`src/rtl/uart_rx_frame.sv`:
```
// uart_rx_frame -- parametrised UART receiver.
//
// Synchronises the serial line with two flops. Each bit is timed with a
// counter and decided by a 3-sample majority vote around the bit centre.
// Supports 5..9 data bits, none/odd/even parity, 1 or 2 stop bits and
// LSB- or MSB-first order. Reports parity, framing and break conditions,
// and emits one single-cycle valid pulse per received frame.
//
// Ports:
//   clk            system clock, rising edge
//   rst            asynchronous active-low reset
//   enable         synchronous clear when low (synchroniser keeps running)
//   uart_rx        asynchronous serial line, idle high
//   data_out       received data word, held until the next frame
//   data_out_valid single-cycle pulse: data_out and the error flags are valid
//   parity_err     parity mismatch in the last frame
//   frame_err      a stop bit was sampled low in the last frame
//   break_det      data, parity and stop bits all sampled low
//   uart_rx_busy   high from start-bit detection until return to idle
module uart_rx_frame #(
  parameter int CLK_FRQ_MHZ = 24,
  parameter int BAUD_RATE   = 9600,
  parameter int DATA_BITS   = 8,
  parameter int PARITY      = 0,
  parameter int STOP_BITS   = 1,
  parameter int LSB_FIRST   = 1
) (
  input  logic                 clk,
  input  logic                 rst,
  input  logic                 enable,
  input  logic                 uart_rx,
  output logic [DATA_BITS-1:0] data_out,
  output logic                 data_out_valid,
  output logic                 parity_err,
  output logic                 frame_err,
  output logic                 break_det,
  output logic                 uart_rx_busy
);

  localparam int BIT_CLKS = (CLK_FRQ_MHZ * 1000000) / BAUD_RATE;
  localparam int HALF     = BIT_CLKS / 2;
  localparam int CNT_W    = $clog2(BIT_CLKS);

  localparam logic [CNT_W-1:0] CNT_SAMP_A = CNT_W'(HALF - 1);
  localparam logic [CNT_W-1:0] CNT_SAMP_B = CNT_W'(HALF);
  localparam logic [CNT_W-1:0] CNT_DECIDE = CNT_W'(HALF + 1);
  localparam logic [CNT_W-1:0] CNT_LAST   = CNT_W'(BIT_CLKS - 1);
  localparam logic [3:0]       LAST_DATA  = 4'(DATA_BITS - 1);
  localparam logic             LAST_STOP  = 1'(STOP_BITS - 1);

  localparam logic [2:0] S_IDLE     = 3'd0;
  localparam logic [2:0] S_START    = 3'd1;
  localparam logic [2:0] S_DATA     = 3'd2;
  localparam logic [2:0] S_PARITY   = 3'd3;
  localparam logic [2:0] S_STOP     = 3'd4;
  localparam logic [2:0] S_BRK_WAIT = 3'd5;

  logic [1:0]           sync_q;
  logic                 rx_s;
  logic [2:0]           state;
  logic [CNT_W-1:0]     cnt;
  logic [3:0]           bit_idx;
  logic                 stop_idx;
  logic [DATA_BITS-1:0] shreg;
  logic                 par_bit;
  logic                 pe;
  logic                 fe;
  logic                 samp_a;
  logic                 samp_b;

  logic maj;
  logic wrap;
  logic decide;
  logic par_bad;
  logic stop_fe;
  logic frame_brk;

  // NOTE: the synchroniser flops reset to 1 (idle line) so that leaving
  // reset is never mistaken for a start bit; enable does not touch them.
  always_ff @(posedge clk or negedge rst) begin
    if (!rst) sync_q <= 2'b11;
    else      sync_q <= {sync_q[0], uart_rx};
  end

  assign rx_s   = sync_q[1];
  assign wrap   = (cnt == CNT_LAST);
  assign decide = (cnt == CNT_DECIDE);

  // Third sample is rx_s itself at the decision point.
  assign maj = (samp_a & samp_b) | (samp_a & rx_s) | (samp_b & rx_s);

  // Odd parity wants data^parity == 1, even wants 0; order of bits is irrelevant.
  assign par_bad   = (PARITY == 1) ? ~(^shreg ^ maj) : (^shreg ^ maj);
  assign stop_fe   = fe | ~maj;
  assign frame_brk = stop_fe & (shreg == '0) & ((PARITY == 0) | ~par_bit);

  // NOTE: all state here uses non-blocking assignments so every flop sees
  // the pre-edge values of its neighbours, independent of statement order.
  always_ff @(posedge clk or negedge rst) begin
    if (!rst) begin
      state          <= S_IDLE;
      cnt            <= '0;
      bit_idx        <= '0;
      stop_idx       <= 1'b0;
      shreg          <= '0;
      par_bit        <= 1'b0;
      pe             <= 1'b0;
      fe             <= 1'b0;
      samp_a         <= 1'b1;
      samp_b         <= 1'b1;
      data_out       <= '0;
      data_out_valid <= 1'b0;
      parity_err     <= 1'b0;
      frame_err      <= 1'b0;
      break_det      <= 1'b0;
      uart_rx_busy   <= 1'b0;
    end else if (!enable) begin
      state          <= S_IDLE;
      cnt            <= '0;
      bit_idx        <= '0;
      stop_idx       <= 1'b0;
      shreg          <= '0;
      par_bit        <= 1'b0;
      pe             <= 1'b0;
      fe             <= 1'b0;
      samp_a         <= 1'b1;
      samp_b         <= 1'b1;
      data_out       <= '0;
      data_out_valid <= 1'b0;
      parity_err     <= 1'b0;
      frame_err      <= 1'b0;
      break_det      <= 1'b0;
      uart_rx_busy   <= 1'b0;
    end else begin
      data_out_valid <= 1'b0;

      // The bit timer only runs while a frame is being timed; exits below
      // park it at zero so the next start bit begins a fresh bit period.
      if (state != S_IDLE && state != S_BRK_WAIT)
        cnt <= wrap ? '0 : cnt + 1'b1;

      if (cnt == CNT_SAMP_A) samp_a <= rx_s;
      if (cnt == CNT_SAMP_B) samp_b <= rx_s;

      case (state)
        S_IDLE: begin
          if (!rx_s) begin
            state        <= S_START;
            cnt          <= '0;
            uart_rx_busy <= 1'b1;
            bit_idx      <= '0;
            stop_idx     <= 1'b0;
            pe           <= 1'b0;
            fe           <= 1'b0;
          end
        end

        S_START: begin
          if (decide && maj) begin
            // Low pulse too short to be a start bit.
            state        <= S_IDLE;
            cnt          <= '0;
            uart_rx_busy <= 1'b0;
          end else if (wrap) begin
            state   <= S_DATA;
            bit_idx <= '0;
          end
        end

        S_DATA: begin
          if (decide) begin
            if (LSB_FIRST != 0) shreg <= {maj, shreg[DATA_BITS-1:1]};
            else                shreg <= {shreg[DATA_BITS-2:0], maj};
          end
          if (wrap) begin
            if (bit_idx == LAST_DATA) state <= (PARITY != 0) ? S_PARITY : S_STOP;
            else                      bit_idx <= bit_idx + 4'd1;
          end
        end

        S_PARITY: begin
          if (decide) begin
            par_bit <= maj;
            pe      <= par_bad;
          end
          if (wrap) state <= S_STOP;
        end

        S_STOP: begin
          if (decide) begin
            fe <= stop_fe;
            if (stop_idx == LAST_STOP) begin
              // Leave at mid-stop so the next start edge is caught even
              // when the sender runs up to half a bit fast.
              data_out       <= shreg;
              data_out_valid <= 1'b1;
              parity_err     <= pe;
              frame_err      <= stop_fe;
              break_det      <= frame_brk;
              uart_rx_busy   <= frame_brk;
              state          <= frame_brk ? S_BRK_WAIT : S_IDLE;
              cnt            <= '0;
            end
          end else if (wrap) begin
            stop_idx <= stop_idx + 1'b1;
          end
        end

        S_BRK_WAIT: begin
          if (rx_s) begin
            state        <= S_IDLE;
            uart_rx_busy <= 1'b0;
          end
        end

        default: state <= S_IDLE;
      endcase
    end
  end

endmodule

```
`config.mk`:
```
export PLATFORM = sky130hd
export DESIGN_NAME = uart_rx_frame
export DESIGN_NICKNAME = d
export VERILOG_FILES = /design/src/rtl/uart_rx_frame.sv
export SDC_FILE = /design/constraint.sdc
export NUM_CORES = 1
export LEC_CHECK = 0
export BUFFER_PORTS_ARGS = -buffer_cell sky130_fd_sc_hd__buf_2
export CORE_MARGIN = 4
export CORE_UTILIZATION = 31
export CTS_CLUSTER_DIAMETER = 50
export DETAILED_ROUTE_END_ITERATION = 10
export GPL_TIMING_DRIVEN = 0
export HOLD_SLACK_MARGIN = 0.02
export PLACE_DENSITY = 0.52
export REMOVE_ABC_BUFFERS = 1
export SETUP_SLACK_MARGIN = 0.2
export SLEW_MARGIN = 20
export SYNTH_ARGS = -nofsm -noshare
export SYNTH_HDL_FRONTEND = slang
export SYNTH_SLANG_ARGS = --single-unit
```
`constraint.sdc`:
```
create_clock -name clk -period 5.65 [get_ports clk]
set_input_delay 0.2825 -clock clk [delete_from_list [all_inputs] [get_ports clk]]
set_output_delay 0.2825 -clock clk [all_outputs]
set_load 0.005 [all_outputs]
```
-- Word level (Yosys, flattened, before mapping)
Cells that the tools add are included.
- input port bits: 4
- logic and storage cells: 148
- output and inout bits: 13
- flip-flop bits (word level): 47
- add/subtract/negate cells: 3
- bitwise gates (word level): 9
- mux-type cells: 70
- eq/ne operators: 36
- reductions and logical operators: 14
- operators with widths (kind ; count):
    two-way mux 12 bit ; 7
    two-way mux 8 bit ; 7
    != test 3 bit (second input constant) ; 15
    equality test 12 x 11 -> 1 bit (second input constant) ; 3
    case mux 12 bit (3 select lines) ; 1
    two-way mux 3 bit ; 11
    two-way mux 1 bit ; 32
    two-way mux 4 bit ; 6
    case mux 3 bit (6 select lines) ; 1
    adder 12 x 1 -> 12 bit (second input constant) ; 1
    equality test 12 bit (second input constant) ; 1
    case mux 4 bit (3 select lines) ; 1
    AND reduction 6 bit ; 2
    != test 2 x 1 -> 1 bit (second input constant) ; 5
    AND reduction 3 bit ; 3
    logical NOT 8 bit ; 1
    AND reduction 8 bit ; 1
    parity 8 bit ; 1
    equality test 3 x 2 -> 1 bit (second input constant) ; 2
    equality test 3 bit (second input constant) ; 2
    != test 3 x 1 -> 1 bit (second input constant) ; 2
    case mux 1 bit (2 select lines) ; 3
    != test 5 x 1 -> 1 bit (second input constant) ; 1
    adder 4 x 1 -> 4 bit (second input constant) ; 1
    16 further kinds ; 22

-- Longest topological paths before layout
- depth after elaboration: 11
- gate-level depth with buffers: 7

-- Least setup slack after synthesis
No wires, ideal clock.
- kind: reg-to-reg
- start: reg cnt[0]
- end: reg shreg[2]
- slack: 3.676 ns
- cell stages (with the launch flop): 8
- required time: 5.531 ns
- arrival: 1.855 ns
- library setup time: 0.119 ns
- cells stage by stage: dfrtp_1 > ha_1 > nor4b_4 > nand3_1 > or3_1 > buf_6 > mux2i_1 > and2_1
- longest elaborated chain between the ends: 3
- ends and longest elaborated chain (item ; RTL line ; RTL):
    start: declaration ; 61 ; logic [CNT_W-1:0] cnt;
    start signal: assignment ; 140 ; cnt <= wrap ? '0 : cnt + 1'b1;
    equality test 12 x 11 -> 1 bit ; 87 ; assign decide = (cnt == CNT_DECIDE);
    != test 2 x 1 -> 1 bit (no source line) ; -- ;
    AND reduction 2 bit (no source line) ; -- ;
    end signal: assignment ; 172 ; if (LSB_FIRST != 0) shreg <= {maj, shreg[DATA_BITS-1:1]};
    end signal: assignment ; 173 ; else shreg <= {shreg[DATA_BITS-2:0], maj};
    end: declaration ; 64 ; logic [DATA_BITS-1:0] shreg;
Every way passes these cells.
A chain may end at the register's enable or synchronous reset.

-- Final worst setup path
- start: reg cnt[0]
- end: reg cnt[8]
- longest elaborated chain between the ends: 7
- ends and longest elaborated chain (item ; RTL line ; RTL):
    adder 12 x 1 -> 12 bit or equality test 12 bit (tied branches) ; 140, 86 ;
    two-way mux 12 bit ; 140 ;
    two-way mux 12 bit ; 139 ; if (state != S_IDLE && state != S_BRK_WAIT)
    two-way mux 12 bit ; 192 ; if (stop_idx == LAST_STOP) begin
    two-way mux 12 bit ; 190 ; if (decide) begin
    case mux 12 bit (3 select lines) * ; 145 ; case (state)
    two-way mux 12 bit * ; 117 ; end else if (!enable) begin
Mark *: on every way between the ends. The rest lies on a longest branch, timed or not.

==> impl_metrics.yaml <==
pwr:
  ir_drop_v: 0.000169
  p_per_area_nw_per_um2: 251
  p_int_mw: 0.494
  power_switching_mw: 0.192
  p_clk_share_pct: 32.5
  p_leak_nw: 1.25
  p_seq_share_pct: 52.7
  switching_share_pct: 28.0
  p_comb_share_pct: 14.8
hold_path:
  hold_path.class: "input pin to asynchronous set/reset pin"
route:
  wl_per_cell_um: 14.0
  vias: 1796
  drc: 0
  wl_mm: 5.09
  viasPerCell: 4.96
  drt_iter0_markers: 74
  dr.pass1.iters: 4
  antenna_left: 0
floorplanning:
  coreArea_um2: 7810
  dieHeight_um: 97.9
  num_io_pins: 17
  fp-row-count: 32
  start_util_pct: 32.1
  die-area_um2: 9590
  die_w_um: 97.9
cts:
  cts_tree: "done"
  root_buffer: "clkbuf_8"
  clkTransAtPathRegs_ps: 90
  cts_sinks: 47
  cts_resized: 0
  clkLatencyLatePin_ps: 300
  postCtsHoldBufs: 0
  clock_path_buffers: 2
  cts_buffers: 5
  htree_levels: 2
  post_cts_buffers: 0
cells_and_area:
  drive_gt1_share_pct: 13.5
  fin_util_pct: 35.0
  fillCellCount: 796
  multiInputGateArea_um2: 1180
  final_common_cell: "dfrtp_1"
  seq_area_um2: 1180
  syn2layout_area_growth_pct: 8.98
  layout_common_cells: "43 x dfrtp_1, 22 x nor2_1, 17 x nand2_1, 17 x nand3_1, 15 x buf_2"
  fin_nets: 271
  antennaDiodeCount: 0
synthesis:
  synth_top_area_share_pct: 42.9
  ys.warnings.count: 0
  synthArstFlopShare_pct: 100
  avgSynthCellArea_um2: 10.2
  ys_seq_elements: 47
  synthCells: 247
  synth_area_um2: 2510
  synth_ff_type: "dfrtp_1"
  synth_area_leaders: "dfrtp_1 43%, mux2i_1 4.4%, dfstp_2 4.2%"
  ys_types: 53
  synth_area_leader_cell: "dfrtp_1"
  synth_edf_count: 0
  seq_area_frac_synth_pct: 47.1
placed_design:
  gp_congestion: 0.819
  post-place-ws_ps: 3220
  numPortBuffers: 16
  dp_hpwl_mm: 3.58
worst_setup_path:
  cp-end-kind: "flip-flop"
  critPathArrivalTime_ps: 2590
  cp_max_fo: 6
  cpPeakStageDelay_ps: 500
  path_buf_inv: 0
  path_class: "flip-flop to flip-flop"
  critPathTopFamily: "compound AO/OA/AOI/OAI gates"
  path_cells: "ha_1, nor4b_4, nand4b_1, a31o_1, o21ai_0, nor2_1"
  crit_slowest_cell: "o21ai_0"
  required_ps: 5810
  critPathLaunchType: "flip-flop"
timing:
  setup_viol: 0
  period_share_pct: 43.1
  period_needed_ps: 2430
  worstMarginPinSlew_ps: 588
  finalWorstSetupSlack_ps: 3220
  fmax_mhz: 411
  timing.hold.ws_ps: -27.3
  hold_viol: 38
  rsz0062_at_grt: "false"
  fin_skew_ps: 7.80
  finalSetupTns_ps: 0
  slew_violations: 0
  slew_headroom_pct: 60.4
grt:
  antenna_found_initial: 0
  grt_use_total_pct: 11.0
  grt_max_degree: 48
  grt_pass1_vias: 1763
  grt_pass1_wl_mm: 8.67
  globalRouteOverflowTotal: 0
outcome:
  failed_checks: "negative hold slack"
  run_status: "finished with violations"
job:
  max_cap_viol_count: 0
-- final timing paths --
| path | from | end | slack (ps) | depth (start not counted) |
|---|---|---|---|---|
| hold reg to reg | sync_q[0] | sync_q[1] | 360 | 0 |
| setup / recovery | cnt[0] | cnt[8] | 3220 | 6 |
| min in group clk | uart_rx | sync_q[0] | 80 | 1 |
| setup reg to reg | cnt[0] | cnt[8] | 3220 | 6 |
| max in group asynchronous | rst | cnt[8] | 5270 | 1 |
| hold / removal | rst | data_out[5] | -30 | 1 |
-- sequential cells by signal, summed over array words and instances (netlist names) --
signal,cells
samp_a,1
data_out_valid,1
sync_q,2
parity_err,1
shreg,8
samp_b,1
state,3
fe,1
stop_idx,1
break_det,1
bit_idx,4
pe,1
frame_err,1
cnt,12
data_out,8
uart_rx_busy,1
-- metrics by stage --
step	power, mW	hold WS [ps]	cell area [um2]	cells
after global placement	0.470	348	2620	353
after CTS	0.694	67.5	2730	362
after floorplan	0.437	-13.1	2410	235
after detailed placement	0.470	347	2630	354
after global routing	0.727	22.4	2730	362
final	0.686	-27.3	2730	362
-- cells by family after synthesis --
| group | Yosys count | share of synthesized area (%) |
|---|---|---|
| muxes | 12 | 4.84 |
| adders and majority gates | 9 | 4.39 |
| xor gates and xnor gates | 14 | 4.89 |
| AOI/OAI and AO/OA | 41 | 11.7 |
| DFF | 47 | 47.1 |
| and+or+nand+nor | 97 | 21.0 |
| buffers and inverters | 27 | 6.14 |
-- synth_stat cells, types with 2 or more instances --
cell type / n
a211oi_1: 2
a21o_1: 2
a21oi_1: 9
a22o_1: 11
and2_1: 8
buf_2: 2
buf_6: 4
clkbuf_1: 3
dfrtp_1: 43
dfstp_2: 4
ha_1: 8
inv_1: 14
mux2i_1: 11
nand2_1: 17
nand3_1: 17
nand3b_1: 2
nand4_1: 7
nand4b_1: 2
nor2_1: 22
nor3_1: 5
nor3b_1: 2
nor4_1: 2
nor4b_1: 2
o21a_1: 2
o21ai_0: 5
or3_1: 2
xnor2_1: 8
xor2_1: 6
-- per-layer routing --
layer  global-route usage (%)  wire (um)  up-vias
met5                        0          0        -
li1                         -          -      898
met4                     4.58         91        0
met2                     16.0       2200       26
met1                     15.9       2640      867
met3                     2.14        155        5
-- layout make-up --
| class | count | share of cell area [%] |
|---|---|---|
| clock buffers | 8 | 3.66 |
| inverters | 15 | 2.06 |
| multi-input cells | 173 | 43.1 |
| flip-flops and latches | 47 | 43.2 |
| well taps | 102 | 4.67 |
| repair buffers | 17 | 3.30 |
-- power groups by stage --
| stage | clock network, mW | logic [mW] | registers, mW |
|---|---|---|---|
| 3_5_place_dp | 0 | 0.101 | 0.368 |
| 4_1_cts | 0.230 | 0.102 | 0.362 |
| 5_1_grt | 0.246 | 0.118 | 0.364 |
| 3_3_place_gp | 0 | 0.101 | 0.369 |
| 2_1_floorplan | 0 | 0.0715 | 0.366 |
| 6_report | 0.223 | 0.101 | 0.362 |
(Power assumes the default switching activity.)
